===== src/rtl/harris_pkg.sv =====
// Shared constants and FSM state type for the Harris corner scan controller.
package harris_pkg;

    localparam int WIN_SIZE  = 6;
    localparam int GRAD_SIZE = 4;
    localparam int SCORE_W   = 64;
    localparam int COORD_W   = 16;

    typedef enum logic [2:0] {
        IDLE,
        FILL,
        RUN,
        DRAIN,
        DONE
    } state_t;

endpackage


===== src/rtl/harris_tag_delay.sv =====
// LAT-deep shift register carrying a window-valid flag and its top-left
// coordinates so they line up with the score returned by the datapath.
module harris_tag_delay
    import harris_pkg::*;
#(
    parameter int LAT = 3
) (
    input  logic               clk,
    input  logic               reset,
    input  logic               in_valid,
    input  logic [COORD_W-1:0] in_x,
    input  logic [COORD_W-1:0] in_y,
    output logic               out_valid,
    output logic [COORD_W-1:0] out_x,
    output logic [COORD_W-1:0] out_y
);

    logic [LAT-1:0]     vld;
    logic [COORD_W-1:0] xs [LAT];
    logic [COORD_W-1:0] ys [LAT];

    always_ff @(posedge clk) begin
        if (!reset) begin
            vld <= '0;
            for (int i = 0; i < LAT; i++) begin
                xs[i] <= '0;
                ys[i] <= '0;
            end
        end else begin
            vld[0] <= in_valid;
            xs[0]  <= in_x;
            ys[0]  <= in_y;
            for (int i = 1; i < LAT; i++) begin
                vld[i] <= vld[i-1];
                xs[i]  <= xs[i-1];
                ys[i]  <= ys[i-1];
            end
        end
    end

    assign out_valid = vld[LAT-1];
    assign out_x     = xs[LAT-1];
    assign out_y     = ys[LAT-1];

endmodule


===== src/rtl/harris_scan_ctrl.sv =====
// Raster-scan controller for a 6x6 Harris window pipeline: pixel flow, window
// valid, score alignment and corner flagging. Macro HARRIS_CORNER_CNT_EN enables the corner counter.
module harris_scan_ctrl
    import harris_pkg::*;
#(
    parameter int                 IMG_W  = 64,
    parameter int                 IMG_H  = 64,
    parameter int                 LAT    = 3,
    parameter logic signed [63:0] THRESH = 64'sd1
) (
    input  logic                      clk,
    input  logic                      reset,
    input  logic                      start,
    input  logic                      pix_valid,
    output logic                      pix_ready,
    output logic                      lb_shift,
    output logic                      win_valid,
    input  logic signed [SCORE_W-1:0] R,
    output logic                      corner,
    output logic [COORD_W-1:0]        corner_x,
    output logic [COORD_W-1:0]        corner_y,
    output logic                      busy,
    output logic                      frame_done,
    output logic [15:0]               count
);

    state_t             state;
    logic [COORD_W-1:0] row;
    logic [COORD_W-1:0] col;
    logic [15:0]        drain_cnt;
    logic [COORD_W-1:0] win_x;
    logic [COORD_W-1:0] win_y;
    logic               accept;
    logic               win_hit;
    logic               at_last;
    logic               tag_valid;
    logic [COORD_W-1:0] tag_x;
    logic [COORD_W-1:0] tag_y;
    logic               corner_hit;

    assign accept   = pix_valid & pix_ready;
    assign lb_shift = accept;
    assign win_hit  = (row >= COORD_W'(WIN_SIZE-1)) && (col >= COORD_W'(WIN_SIZE-1));
    assign at_last  = (row == COORD_W'(IMG_H-1)) && (col == COORD_W'(IMG_W-1));

    // The last pixel wins over the first-window transition so a 6x6 image goes straight to DRAIN.
    always_ff @(posedge clk) begin
        if (!reset) begin
            state      <= IDLE;
            row        <= '0;
            col        <= '0;
            drain_cnt  <= '0;
            win_valid  <= 1'b0;
            win_x      <= '0;
            win_y      <= '0;
            pix_ready  <= 1'b0;
            busy       <= 1'b0;
            frame_done <= 1'b0;
        end else begin
            win_valid  <= 1'b0;
            frame_done <= 1'b0;
            case (state)
                IDLE: begin
                    if (start) begin
                        state     <= FILL;
                        row       <= '0;
                        col       <= '0;
                        pix_ready <= 1'b1;
                        busy      <= 1'b1;
                    end
                end
                FILL, RUN: begin
                    if (accept) begin
                        win_valid <= win_hit;
                        win_x     <= col - COORD_W'(WIN_SIZE-1);
                        win_y     <= row - COORD_W'(WIN_SIZE-1);
                        if (col == COORD_W'(IMG_W-1)) begin
                            col <= '0;
                            row <= row + 1'b1;
                        end else begin
                            col <= col + 1'b1;
                        end
                        if (at_last) begin
                            state     <= DRAIN;
                            pix_ready <= 1'b0;
                            drain_cnt <= '0;
                        end else if (win_hit) begin
                            state <= RUN;
                        end
                    end
                end
                DRAIN: begin
                    if (drain_cnt == 16'(LAT-1)) begin
                        state      <= DONE;
                        frame_done <= 1'b1;
                    end else begin
                        drain_cnt <= drain_cnt + 1'b1;
                    end
                end
                DONE: begin
                    state <= IDLE;
                    busy  <= 1'b0;
                end
                default: state <= IDLE;
            endcase
        end
    end

    harris_tag_delay #(
        .LAT(LAT)
    ) u_tag_delay (
        .clk      (clk),
        .reset    (reset),
        .in_valid (win_valid),
        .in_x     (win_x),
        .in_y     (win_y),
        .out_valid(tag_valid),
        .out_x    (tag_x),
        .out_y    (tag_y)
    );

    assign corner_hit = tag_valid && ($signed(R) >= $signed(THRESH));

    always_ff @(posedge clk) begin
        if (!reset) begin
            corner   <= 1'b0;
            corner_x <= '0;
            corner_y <= '0;
        end else begin
            corner <= corner_hit;
            if (tag_valid) begin
                corner_x <= tag_x;
                corner_y <= tag_y;
            end
        end
    end

`ifdef HARRIS_CORNER_CNT_EN
    logic [15:0] corner_cnt;

    always_ff @(posedge clk) begin
        if (!reset) begin
            corner_cnt <= '0;
        end else if (state == IDLE && start) begin
            corner_cnt <= '0;
        end else if (corner_hit && corner_cnt != 16'hFFFF) begin
            corner_cnt <= corner_cnt + 1'b1;
        end
    end

    assign count = corner_cnt;
`else
    assign count = 16'd0;
`endif

endmodule


===== config.mk =====
export PLATFORM = sky130hd
export DESIGN_NAME = harris_scan_ctrl
export DESIGN_NICKNAME = d
export VERILOG_FILES = /design/src/rtl/harris_pkg.sv /design/src/rtl/harris_tag_delay.sv /design/src/rtl/harris_scan_ctrl.sv
export SDC_FILE = /design/constraint.sdc
export NUM_CORES = 1
export LEC_CHECK = 0
export ABC_AREA = 1
export CAP_MARGIN = 20
export CORE_AREA = 5 5 118 176
export DETAILED_ROUTE_END_ITERATION = 12
export DIE_AREA = 0 0 123 181
export PLACE_DENSITY = 0.72
export REMOVE_ABC_BUFFERS = 1
export SLEW_MARGIN = 20
export SYNTH_ARGS = -nofsm -noshare
export SYNTH_HDL_FRONTEND = slang
export SYNTH_SLANG_ARGS = --single-unit

===== constraint.sdc =====
create_clock -name clk -period 2.2 [get_ports clk]
set_clock_uncertainty 0.2 [all_clocks]
set_input_delay 0.55 -clock clk [delete_from_list [all_inputs] [get_ports clk]]
set_output_delay 0.55 -clock clk [all_outputs]
set_load 0.02 [all_outputs]

## Word level (Yosys, flattened, before mapping)

Memory sizes are Yosys's and may differ from the RTL's. A register that Yosys moved wholly into a read port is not among the register bits.
Cells that the tools add are included.

| cells by class | value |
|---|---|
| add/subtract/negate cells | 5 |
| order comparisons | 3 |
| equality and inequality tests | 14 |
| muxes and demuxes | 31 |
| bitwise gates (word level) | 7 |
| reduce and logical (&&, ||, !) cells | 19 |

Operators with widths:

| kind | number |
|---|---|
| 16-bit two-way mux | 14 |
| 16-bit case mux with 2 select lines | 3 |
| 64-bit by 2-bit >= comparator with 1-bit output (second input constant) | 1 |
| 16-bit by 1-bit adder with 16-bit output (second input constant) | 3 |
| 16-bit by 6-bit == test with 1-bit output (second input constant) | 2 |
| 16-bit by 3-bit >= comparator with 1-bit output (second input constant) | 2 |
| 16-bit by 3-bit subtractor with 16-bit output (second input constant) | 2 |
| 16-bit by 2-bit == test with 1-bit output (second input constant) | 1 |
| 4-bit AND reduction | 4 |
| 3-bit two-way mux | 5 |
| 2-bit inequality test (second input constant) | 6 |
| 3-bit case mux with 3 select lines | 1 |
| 3-bit by 2-bit == test with 1-bit output (second input constant) | 2 |
| 1-bit two-way mux | 6 |
| 1-bit OR | 6 |
| 2-bit AND reduction | 3 |
| 3-bit AND reduction | 2 |
| 2-bit nonzero test | 3 |
| 1-bit case mux with 2 select lines | 2 |
| 3-bit by 1-bit == test with 1-bit output (second input constant) | 1 |
| 3-bit == test (second input constant) | 1 |
| 1-bit logical AND | 3 |
| 3-bit logical NOT | 1 |
| 3-bit inequality test (second input constant) | 1 |
| 3 further kinds | 4 |

| storage, ports and cells | value |
|---|---|
| register bits after elaboration | 91 |
| bits in writable memories | 96 |
| memories | 2 |

Memories:

| name | words | bits a word | read ports | clocked after Yosys merged registers in | write ports | RTL line | text |
|---|---|---|---|---|---|---|---|
| u_tag_delay.xs | 3 | 16 | 3 | 1 | 3 | harris_tag_delay.sv:19 | `logic [COORD_W-1:0] xs [LAT];` |
| u_tag_delay.ys | 3 | 16 | 3 | 1 | 3 | harris_tag_delay.sv:20 | `logic [COORD_W-1:0] ys [LAT];` |

## Longest topological paths before layout

Gate-level depths: netlist (run 1).

| depth | value |
|---|---|
| depth after elaboration | 6 |
| gate-level depth with buffers | 12 |
| mapped depth without buffers | 12 |

## Hierarchy

A second synthesis (run 1) with hierarchy kept.

| unflattened totals | value |
|---|---|
| cell total of the unflattened synthesis | 1,286 |
| area, all modules | 9,504.1 µm² |

Modules (own cells, without submodules):

| module | times used | cells an instance | area an instance (µm²) |
|---|---|---|---|
| harris_scan_ctrl | 1 | 946 | 6,465.0 |
| harris_tag_delay | 1 | 340 | 3,039.2 |

## Worst setup path before layout (run 1)

OpenSTA, ideal clock, no wires.

| timing path | value |
|---|---|
| path kind | flip-flop to flip-flop |
| start | register row[0] |
| end | register drain_cnt[7] |
| setup time | 0.132 ns |
| data arrival time | 1.533 ns |
| data required time | 1.868 ns |
| path slack | 0.335 ns |
| cell stages (with the launch flop) | 12 |
| period minus slack after synthesis | 1.865 ns |
| cell sequence | dfxtp_1 > ha_1 > nand3_1 > nor2_2 > nand2_1 > nor2_1 > nand2_1 > nand2_2 > nand2_4 > buf_6 > nand2_1 > a21oi_1 |

| between the ends | value |
|---|---|
| longest elaborated chain between the ends | 4 |

Ends and longest elaborated chain:

| item | RTL line | text |
|---|---|---|
| from (decl) | harris_scan_ctrl.sv:28 | `logic [COORD_W-1:0] row;` |
| from (signal assigned) | harris_scan_ctrl.sv:79 | `row <= row + 1'b1;` |
| 16-bit by 6-bit == test with 1-bit output | harris_scan_ctrl.sv:44 | `assign at_last = (row == COORD_W'(IMG_H-1)) && (col == COORD_W'(IMG_W-1));` |
| 1-bit logical AND | harris_scan_ctrl.sv:44 |  |
| 2-bit inequality test (no source line) | -- |  |
| 4-bit AND reduction (no source line) | -- |  |
| to (signal assigned) | harris_scan_ctrl.sv:97 | `drain_cnt <= drain_cnt + 1'b1;` |
| to (decl) | harris_scan_ctrl.sv:30 | `logic [15:0] drain_cnt;` |

Every way passes these cells.
A chain may end at the register's enable or synchronous reset.

## Worst setup path after layout (run 1)

| timing path | value |
|---|---|
| start | register corner_y[4] (read register of u_tag_delay.ys) |
| end | output corner_y[4] |

RTL lines:

| item | RTL line | text |
|---|---|---|
| from (decl) | harris_scan_ctrl.sv:21 | `output logic [COORD_W-1:0] corner_y,` |

No word-level cell between the ends.

==> impl_results.md, run 1 <==
- Starting density of the core: 48.9%
- Worst rel slew slack: 62.3%
- Clock sinks: 219
- Height of the die: 181 microns
- Register area share after synthesis: between 40 and 50%
- Dpl cell area: around 11000 sq um
- Hold Path Sink: u_tag_delay.vld[1]$_SDFF_PN0_
- Most common cell in the netlist: nand2_1
- PD cells: 869 nW/um^2
- Final setup viols: 0
- Leading post-synthesis cells by instance count: nand2_1, nor2_1, dfxtp_1, inv_1
- Vias in the first global route: 7581
- Reg2reg start: row[1]$_SDFFE_PN0P_
- CTS Hold Bufs: 0
- Lkg Pwr: 0.00607 uW
- CTS tree: built
- Yosys top cell area share: 47.2%
- Die width: 123 microns
- Post-Layout Cell Count: 1696
- Number of detailed-route iterations in the first pass: 4
- Seq cells post-synth: between 200 and 250
- Crit-path cells: clkdlybuf4s50_1
- Mean Syn Cell Area: 7.09 sq um
- IO Pins: 122
- Longest Clk Path Bufs: 3
- CTS root buf: clkbuf_16
- Nets@finish: approximately 1500
- CP max-delay cell: clkdlybuf4s50_1
- Critical Path AT: around 1400 ps
- Number of max-cap violations: 0
- Largest stage delay, worst path: 610 ps
- RSZ-0062 raised after global routing: false
- Peak Freq: 463 MHz
- H-tree depth: 1
- Maximum VDD drop: 0.542 mV
- HPWL after DPL: 14500 microns
- DR vias: 8105
- Total global-route track usage: 17.4%
- Vias/cell: roughly 4.8
- Antenna violations before repair: 0
- Pin count of the biggest net entering global routing: around 100
- Yosys warnings: 0
- Buffers & Inverters on Critical Path: 1
- Share of flip-flops with an asynchronous set or reset: 0%
- CP Launch Type: register
- CTS clk-pin slew, worst paths: 60 ps
- Mapped Area: 9300 sq um
- Hold Path Class: register to register
- N_diodes: 0
- Status: completed
- Area of the die: 22300 sq um
- CP delay by family, top: buffers and inverters
- Mapped Cells: 1311
- Routed len/inst: 11.8 microns
- Worst-Margin Slew: around 560 ps
- Unique masters post-synth: 44
- Worst hold path startpoint: u_tag_delay.vld[0]$_SDFF_PN0_
- GRT Residual Overflow: 0
- Core area: 19000 sq um
- Reg2reg path depth: 10
- Tmin final: 2160 ps
- Crit path capture type: primary output
- DRT iter0 DRCs: 357
- Hold Fails Final Rpt: 0
- Clk Latency, worst-skew pair: 490 ps
- Number of flops mapped to enable cells by yosys: 0
- CTS Buf Count: 21
- Setup CP Type: register to primary output
- DRC Markers: 0
- Rows: 62
- Slew Viols, Final: 0
- CP required: 1450 ps
- Design area: between 10000 and 15000 sq um
- CP max FO: 2
- Setup slack, reg-to-reg: roughly 210 ps
- Placed instance count: between 1500 and 2000
- Fraction of layout cells with a size suffix above 1: about 7.6%
- Tcrit/Tclk final: just under 100%
- Reg2reg end: state[0]$_SDFFE_PN0P_
- Area leader, netlist: dfxtp_1
- Most used DFF post-synth: dfxtp_1
- First-pass GRT wire length: 33100 microns
- Routability cong.: 0.886
- Main area contributors after synthesis: dfxtp_1, nand2_1, nor2_1, inv_1, a21oi_1
- Synth-to-Final Area Change: 23.5%
- Fill cells: 1720
- Detail Route Antenna Nets: 0
- Routed WL: 20000 microns
- WHS Path Cells: 2
- Number of port buffers: 105
- Final Util: about three fifths
- Hold WS: 200 ps
what timing repair did:
action | in CTS | in global routing
gates cloned | 0 | 0
gates resized for setup | 9 | 22
setup buffers | 0 | 0
pin swaps | 0 | 0
endpoints found under the setup margin | 7 | 36
power breakdown:
group	total [uW]	switching (uW)	internal, uW
logic	1780	1080	708
clock network	3880	1440	2450
registers	4310	131	4180
placed cells by master, fill, tap and decap left out, types with 2 or more instances in the layout:
master and n:
nand3_1 57, conb_1 16, bufinv_16 5, o21bai_1 2, dlygate4sd2_1 6, a22oi_1 7, o21ai_0 50, buf_12 3
nand2_2 4, or2_2 3, nand2_4 7, o22ai_1 10, clkbuf_16 21, ha_1 8, a32oi_1 3, inv_1 183
xor2_1 10, clkinvlp_4 2, clkbuf_8 3, nor4_1 2, buf_4 33, inv_2 7, a31oi_1 2, clkinv_2 2
nand2_1 326, nor2_1 224, clkbuf_1 3, dlymetal6s2s_1 20, nor2_2 6, clkdlybuf4s50_1 77, nor2_4 2, a31o_2 4
nand4_1 24, a21oi_1 57, nor3_1 16, nor2_8 2, dfxtp_1 219
metrics by stage:
stage | worst slack (ps) | total power (uW) | setup TNS (ps)
3_3_place_gp | -298 | 6160 | -1190
5_1_grt | 0.0235 | 10500 | 0
4_1_cts | 5.65 | 10100 | 0
3_5_place_dp | -308 | 6200 | -2980
2_1_floorplan | 78.2 | 5440 | 0
6_report | 40.6 | 9980 | 0
area by class of cell:
class / count / area [sq um] / share of cell area [%]
clock inverters: 10 / 184 / 1.60
multi-input cells: 853 / 3910 / 34.1
flip-flops and latches: 219 / 4380 / 38.2
inverters: 191 / 717 / 6.25
repair buffers: 140 / 1390 / 12.1
well taps: 256 / 320 / 2.79
clock buffers: 27 / 578 / 5.04
state kept, by name (all words and copies together), names as in the netlist:
register,count
frame_done,1
u_tag_delay.ys,48
row,16
win_x,16
win_y,16
u_tag_delay.vld,3
corner_x,16
col,16
win_valid,1
drain_cnt,16
corner,1
state,3
busy,1
pix_ready,1
corner_y,16
u_tag_delay.xs,48
per-layer routing:
metal  wire [microns]  global-route usage [%]  vias up  part of all wire [%]
met4              547                    5.50        0                   2.7
met2            10200                    33.2      220                    51
met1             7700                    18.8     3599                    39
li1                 -                       -     4240                     -
met3             1530                    3.35       46                   7.7
met5                0                       0        -                     0
how the worst max path moves through the flow:
stage | startpoint | end | slack (ps) | cells after the start
finish | corner_y[4]$_SDFFE_PN0P_ | corner_y[4] | 40 | 1
global route | corner_y[3]$_SDFFE_PN0P_ | corner_y[3] | 0.02 | 1
CTS | corner_x[12]$_SDFFE_PN0P_ | corner_x[12] | 6 | 1
detailed placement | pix_valid | lb_shift | -310 | 4
global placement | pix_valid | lb_shift | -300 | 4
floorplan | reset | win_x[11]$_SDFFE_PN0P_ | 80 | 4
cell families after synthesis:
group	Yosys count	share of synthesized area, %
AND/OR/NAND/NOR	679	30.9
buffers and inverters	254	11.4
flip-flops	219	47.2
AO/OA/AOI/OAI	139	8.34
XOR/XNOR	11	1.04
adder cells (fa/ha/maj)	8	1.08
other	1	0.0403
(Power assumes the default switching activity.)
==> run 2: changes to the inputs <==
--- a/config.mk
+++ b/config.mk
@@ -8,8 +8,10 @@
 export ABC_AREA = 1
 export CAP_MARGIN = 20
 export CORE_AREA = 5 5 118 176
+export CTS_BUF_LIST = sky130_fd_sc_hd__clkbuf_2
 export DETAILED_ROUTE_END_ITERATION = 12
 export DIE_AREA = 0 0 123 181
+export HOLD_SLACK_MARGIN = 0.1
 export PLACE_DENSITY = 0.72
 export REMOVE_ABC_BUFFERS = 1
 export SLEW_MARGIN = 20
==> impl_results.md, run 2 (same netlist as run 1, synthesis figures left out) <==
- Status: completed (unchanged)
- Critical path origin: pix_ready$_SDFFE_PN0P_ (was corner_y[4]$_SDFFE_PN0P_)
- RSZ-0062 raised after global routing: true (was false)
- Most common cell after layout, fill and taps aside: nand2_1 (unchanged)
- Number of detailed-route iterations in the first pass: 5 (was 4)
- Setup slack, reg-to-reg: 180 ps (was 210 ps)
- CTS root buf: clkbuf_2 (was clkbuf_16)
- Die width: 123 microns (unchanged)
- Register Area: 4390 sq um (was 4380 sq um)
- Worst-Margin Slew: 564 ps (was 561 ps)
- DR vias: 8237 (was 8105)
- Hold Path Class: register to register (unchanged)
- CTS Buf Count: 49 (was 21)
- Largest registers: u_tag_delay.xs x48, u_tag_delay.ys x48 (unchanged)
- Pre-CTS setup slack: -308 ps (unchanged)
- CP max-delay cell: dfxtp_2 (was clkdlybuf4s50_1)
- CP required: 1450 ps (about the same)
- Core area: 19000 sq um (unchanged)
- Setup ws final: 71.9 ps (was 40.6 ps)
- HPWL after DPL: 14500 microns (unchanged)
- CP endpoint: lb_shift (was corner_y[4])
- Largest stage delay, worst path: 360 ps (was 610 ps)
- Number of setup buffers added after CTS: 0 (unchanged)
- Cell count along the critical path: 3 (was 1)
- PD cells: 771 nW/um^2 (was 869 nW/um^2)
- Vias/cell: 4.72 (was 4.78)
- Dpl cell area: 10700 sq um (unchanged)
- Tmin final: 2130 ps (was 2160 ps)
- Maximum VDD drop: 0.567 mV (was 0.542 mV)
- Vias in the first global route: 7782 (was 7581)
- Detail Route Antenna Nets: 0 (unchanged)
- Placed instance count: 1659 (unchanged)
- IO Pins: 122 (unchanged)
- CP max FO: 3 (was 2)
- Hold Fails Final Rpt: 0 (unchanged)
- Most frequent cells in the layout: nand2_1, nor2_1, dfxtp_1, inv_1, clkbuf_2 (was nand2_1, nor2_1, dfxtp_1, inv_1, clkdlybuf4s50_1)
- Slew Viols, Final: 0 (unchanged)
- Tcrit/Tclk final: 96.7% (was 98.2%)
- Synth-to-Final Area Change: 17.9% (was 23.5%)
- Number of max-cap violations: 0 (unchanged)
- Buffers & Inverters on Critical Path: 2 (was 1)
- Total power: 8450 uW (was 9980 uW)
- Pin count of the biggest net entering global routing: 101 (unchanged)
- Routed WL: 20100 microns (was 20000 microns)
- Reg2reg start: row[1]$_SDFFE_PN0P_ (unchanged)
- Starting density of the core: 48.9% (unchanged)
- Nets@finish: 1531 (was 1502)
- Fill cells: 1862 (was 1720)
- Worst rel slew slack: 62.1% (was 62.3%)
- Final setup viols: 0 (unchanged)
- Final Util: 57.7% (was 60.4%)
- Total global-route track usage: 17.7% (was 17.4%)
- Area of the die: 22300 sq um (unchanged)
- Design area: 11000 sq um (was 11500 sq um)
- GRT Residual Overflow: 0 (unchanged)
- Peak Freq: 470 MHz (was 463 MHz)
- H-tree depth: 2 (was 1)
- Crit-path cells: nand2_2, inv_2, buf_6 (was clkdlybuf4s50_1)
- CP delay by family, top: flip-flops (was buffers and inverters)
- Post-Layout Cell Count: 1746 (was 1696)
- Antenna violations before repair: 1 (was 0)
- CP Launch Type: register (unchanged)
- Clock sinks: 219 (unchanged)
- CTS tree: built (unchanged)
- Lkg Pwr: 0.00570 uW (was 0.00607 uW)
- DRT iter0 DRCs: 467 (was 357)
- Area occupied by multi-input gates: 3910 sq um (unchanged)
- Fraction of layout cells with a size suffix above 1: 12.8% (was 7.64%)
- CTS clk-pin slew, worst paths: 110 ps (was 60 ps)
- Longest Clk Path Bufs: 3 (unchanged)
- Height of the die: 181 microns (unchanged)
- DRC Markers: 0 (unchanged)
- Number of port buffers: 105 (unchanged)
- Routed len/inst: 11.5 microns (was 11.8 microns)
- Routability cong.: 0.886 (unchanged)
- Crit path capture type: primary output (unchanged)
- Setup CP Type: register to primary output (unchanged)
- Reg2reg path depth: 10 (unchanged)
- Rows: 62 (unchanged)
- Critical Path AT: 1380 ps (was 1410 ps)
- Reg2reg end: state[0]$_SDFFE_PN0P_ (unchanged)
- Clk Latency, worst-skew pair: 810 ps (was 490 ps)
- First-pass GRT wire length: 33300 microns (was 33100 microns)
-- run 2: per-stage QoR --
stage               hold WS (ps)  TNS (ps)
floorplan                    190         0
global placement             191     -1190
detailed placement           195     -2980
CTS                          160     -40.0
global route                 185     -45.1
finish                       190         0
-- run 2: layout make-up --
class | instances | share of cell area [%]
Timing Repair Buffer | 141 | 11.0
Clock buffer | 71 | 3.24
Clock inverter | 14 | 0.571
Antenna cell | 1 | 0.0228
Tap cell | 256 | 2.92
Multi-Input combinational cell | 853 | 35.7
Inverter | 191 | 6.54
Sequential cell | 219 | 40.0
-- run 2: worst reg2reg max path: cells and delay by family (launching register included) --
kind | cells | cell delay [ps]
and+or+nand+nor | 7 | 660
adders and majority gates | 1 | 220
DFF | 1 | 450
buffers and inverters | 1 | 90
AOI/OAI and AO/OA | 1 | 300
-- run 2: how the worst min path moves through the flow --
stage | slack [ps] | startpoint | cells after the start | endpoint
6_report | 190 | u_tag_delay.xs[1][14]$_SDFF_PN0_ | 2 | u_tag_delay.xs[2][14]$_SDFF_PN0_
5_1_grt | 180 | u_tag_delay.vld[0]$_SDFF_PN0_ | 2 | u_tag_delay.vld[1]$_SDFF_PN0_
4_1_cts | 160 | R[63] | 4 | corner$_SDFF_PN0_
3_5_place_dp | 190 | u_tag_delay.ys[0][8]$_SDFF_PN0_ | 2 | u_tag_delay.ys[1][8]$_SDFF_PN0_
3_3_place_gp | 190 | u_tag_delay.vld[0]$_SDFF_PN0_ | 2 | u_tag_delay.vld[1]$_SDFF_PN0_
2_1_floorplan | 190 | u_tag_delay.vld[0]$_SDFF_PN0_ | 2 | u_tag_delay.vld[1]$_SDFF_PN0_
-- run 2: where the power goes --
part	switching (uW)	leakage, uW	internal, uW
registers	132	0.00177	4180
logic	1080	0.00361	710
clock network	1490	0.000323	869
total	2700	0.00570	5750
-- run 2: timing repair --
item                       4_1_cts  5_1_grt
hold endpoints to repair        27        0
resized for setup              141       10
cloned                           0        0
setup endpoints to repair       38       11
hold buffers                     1        0
-- run 2: routing by layer --
metal	track usage, %	wire length, microns
met1	18.3	7720
met4	7.54	523
met5	0	0
met3	4.32	1530
met2	33.0	10300
==> run 3: changes to the inputs <==
--- a/config.mk
+++ b/config.mk
@@ -14,6 +14,7 @@
 export HOLD_SLACK_MARGIN = 0.1
 export PLACE_DENSITY = 0.72
 export REMOVE_ABC_BUFFERS = 1
+export SETUP_SLACK_MARGIN = 0.5
 export SLEW_MARGIN = 20
 export SYNTH_ARGS = -nofsm -noshare
 export SYNTH_HDL_FRONTEND = slang
==> impl_results.md, run 3 (same netlist as run 1, synthesis figures left out) <==
- CTS Buf Count: 49 (unchanged)
- CTS tree: built (unchanged)
- Vias/cell: 4.92 (was 4.72)
- Core area: 19000 sq um (unchanged)
- Critical Path AT: 1430 ps (was 1380 ps)
- Number of max-cap violations: 0 (unchanged)
- Height of the die: 181 microns (unchanged)
- DR vias: 8840 (was 8237)
- CP required: 1450 ps (about the same)
- Hold Path Class: register to register (unchanged)
- Starting density of the core: 48.9% (unchanged)
- Number of detailed-route iterations in the first pass: 8 (was 5)
- Routability cong.: 0.886 (unchanged)
- IO Pins: 122 (unchanged)
- HPWL after DPL: 14500 microns (unchanged)
- Nets@finish: 1583 (was 1531)
- First-pass GRT wire length: 35300 microns (was 33300 microns)
- CTS root buf: clkbuf_2 (unchanged)
- Setup TNS: 0 ps (unchanged)
- Internal Pwr Total: 6580 uW (was 5750 uW)
- Dpl cell area: 10700 sq um (unchanged)
- Setup CP Type: register to primary output (unchanged)
- Sw Ratio: 35.0% (was 31.9%)
- Clock sinks: 219 (unchanged)
- Number of port buffers: 105 (unchanged)
- Design area: 12900 sq um (was 11000 sq um)
- Most frequent cells in the layout: nand2_1, nor2_1, inv_1, dfxtp_1, clkbuf_2 (was nand2_1, nor2_1, dfxtp_1, inv_1, clkbuf_2)
- Fill cells: 1517 (was 1862)
- Post-Layout Cell Count: 1798 (was 1746)
- PD cells: 786 nW/um^2 (was 771 nW/um^2)
- CTS clk-pin slew, worst paths: 110 ps (about the same)
- Clock power frac: 23.6% (was 27.9%)
- Peak Freq: 458 MHz (was 470 MHz)
- DRT iter0 DRCs: 598 (was 467)
- Tcrit/Tclk final: 99.3% (was 96.7%)
- Most common cell after layout, fill and taps aside: nand2_1 (unchanged)
- GRT Residual Overflow: 0 (unchanged)
- Routed WL: 23800 microns (was 20100 microns)
- Fraction of layout cells with a size suffix above 1: 32.4% (was 12.8%)
- Comb power frac: 33.3% (was 21.1%)
- Hold Fails Final Rpt: 0 (unchanged)
- Sequential Power Share: 43.1% (was 51.0%)
- Status: completed (unchanged)
- Pin count of the biggest net entering global routing: 101 (unchanged)
- H-tree depth: 2 (unchanged)
- Sw Pwr: 3540 uW (was 2700 uW)
- Slew Viols, Final: 0 (unchanged)
- Tmin final: 2180 ps (was 2130 ps)
- Synth-to-Final Area Change: 38.6% (was 17.9%)
- Final setup viols: 0 (unchanged)
- Vias in the first global route: 8123 (was 7782)
- Total global-route track usage: 18.8% (was 17.7%)
- CP max FO: 3 (unchanged)
- Clk Latency, worst-skew pair: 830 ps (was 810 ps)
- Antenna violations before repair: 1 (unchanged)
- CP Launch Type: register (unchanged)
- Routed len/inst: 13.2 microns (was 11.5 microns)
- Detail Route Antenna Nets: 0 (unchanged)
- Area of the die: 22300 sq um (unchanged)
- Longest Clk Path Bufs: 3 (unchanged)
- RSZ-0062 raised after global routing: true (unchanged)
- Lkg Pwr: 0.00632 uW (was 0.00570 uW)
- Crit path capture type: primary output (unchanged)
- Die width: 123 microns (unchanged)
- Maximum VDD drop: 0.756 mV (was 0.567 mV)
- Rows: 62 (unchanged)
- Largest registers: u_tag_delay.xs x48, u_tag_delay.ys x48 (unchanged)
- DRC Markers: 0 (unchanged)
- Placed instance count: 1659 (unchanged)
run 3: cell count changes in the layout (fill, tap and decap cells not counted), moves of 16 or more:
cell / before / now
buf_4: 33 / 58
nand2_2: 5 / 34
buf_6: 1 / 53
nand3_1: 57 / 41
nor2_4: 2 / 26
nand2_4: 7 / 30
nor2_1: 225 / 187
dfxtp_1: 218 / 147
buf_2: 31 / 1
dfxtp_4: 0 / 17
a21oi_2: 0 / 37
a21oi_1: 57 / 19
nand2_1: 325 / 267
dfxtp_2: 1 / 55
run 3: what timing repair did:
item / 4_1_cts / 5_1_grt
setup buffers: 25 / 22
cloned: 1 / 4
endpoints found under the setup margin: 116 / 103
hold buffers: 1 / 0
pin swaps: 31 / 83
hold endpoints to repair: 23 / 0
gates resized for setup: 373 / 254
run 3: layer usage:
metal / part of all wire (%) / vias up / wire length, microns / track usage [%]
li1: - / 4446 / - / -
met1: 36 / 3974 / 8540 / 19.0
met2: 52 / 316 / 12500 / 35.2
met3: 7.5 / 104 / 1790 / 4.85
met4: 4.3 / 0 / 1020 / 8.38
met5: 0 / - / 0 / 0
run 3: critical path, cell delays in order (launching register included):
cell     delay [ps]
dfxtp_2         380
nand2_2          70
inv_2            60
buf_6           110
run 3: final cells by class:
type	instances	area, sq um	area share, %
timing repair buffer	190	1940	15.0
antenna	1	2.50	0.0194
sequential	219	4520	35.1
clock buffer	71	355	2.76
clock inverter	14	62.6	0.485
timing repair inverter	1	8.76	0.0680
inverter	191	773	6.00
multi-input combinational	855	4910	38.1
tap	256	320	2.49
run 3: worst paths after layout:
| path | start | cells after the start | slack [ps] | to |
|---|---|---|---|---|
| min reg2reg | u_tag_delay.xs[1][14]$_SDFF_PN0_ | 2 | 190 | u_tag_delay.xs[2][14]$_SDFF_PN0_ |
| min | u_tag_delay.xs[1][14]$_SDFF_PN0_ | 2 | 190 | u_tag_delay.xs[2][14]$_SDFF_PN0_ |
| max | pix_ready$_SDFFE_PN0P_ | 3 | 20 | lb_shift |
| max reg2reg | state[0]$_SDFFE_PN0P_ | 11 | 400 | col[2]$_SDFFE_PN0P_ |
run 3: power groups by stage:
| stage | combinational [uW] | sequential (uW) | clock, uW |
|---|---|---|---|
| 2_1_floorplan | 1060 | 4390 | 0 |
| 3_3_place_gp | 1770 | 4390 | 0 |
| 3_5_place_dp | 1800 | 4400 | 0 |
| 4_1_cts | 2320 | 4360 | 2490 |
| 5_1_grt | 3580 | 4390 | 2690 |
| 6_report | 3370 | 4360 | 2390 |
run 3: per-stage QoR:
stage	hold WS [ps]	utilization (%)	setup slack, ps	total power (uW)
3_3_place_gp	191	56.2	-298	6160
5_1_grt	181	67.8	-103	10700
6_report	187	67.8	15.5	10100
3_5_place_dp	195	56.2	-308	6200
4_1_cts	160	62.0	-37.7	9160
2_1_floorplan	190	-	78.2	5440
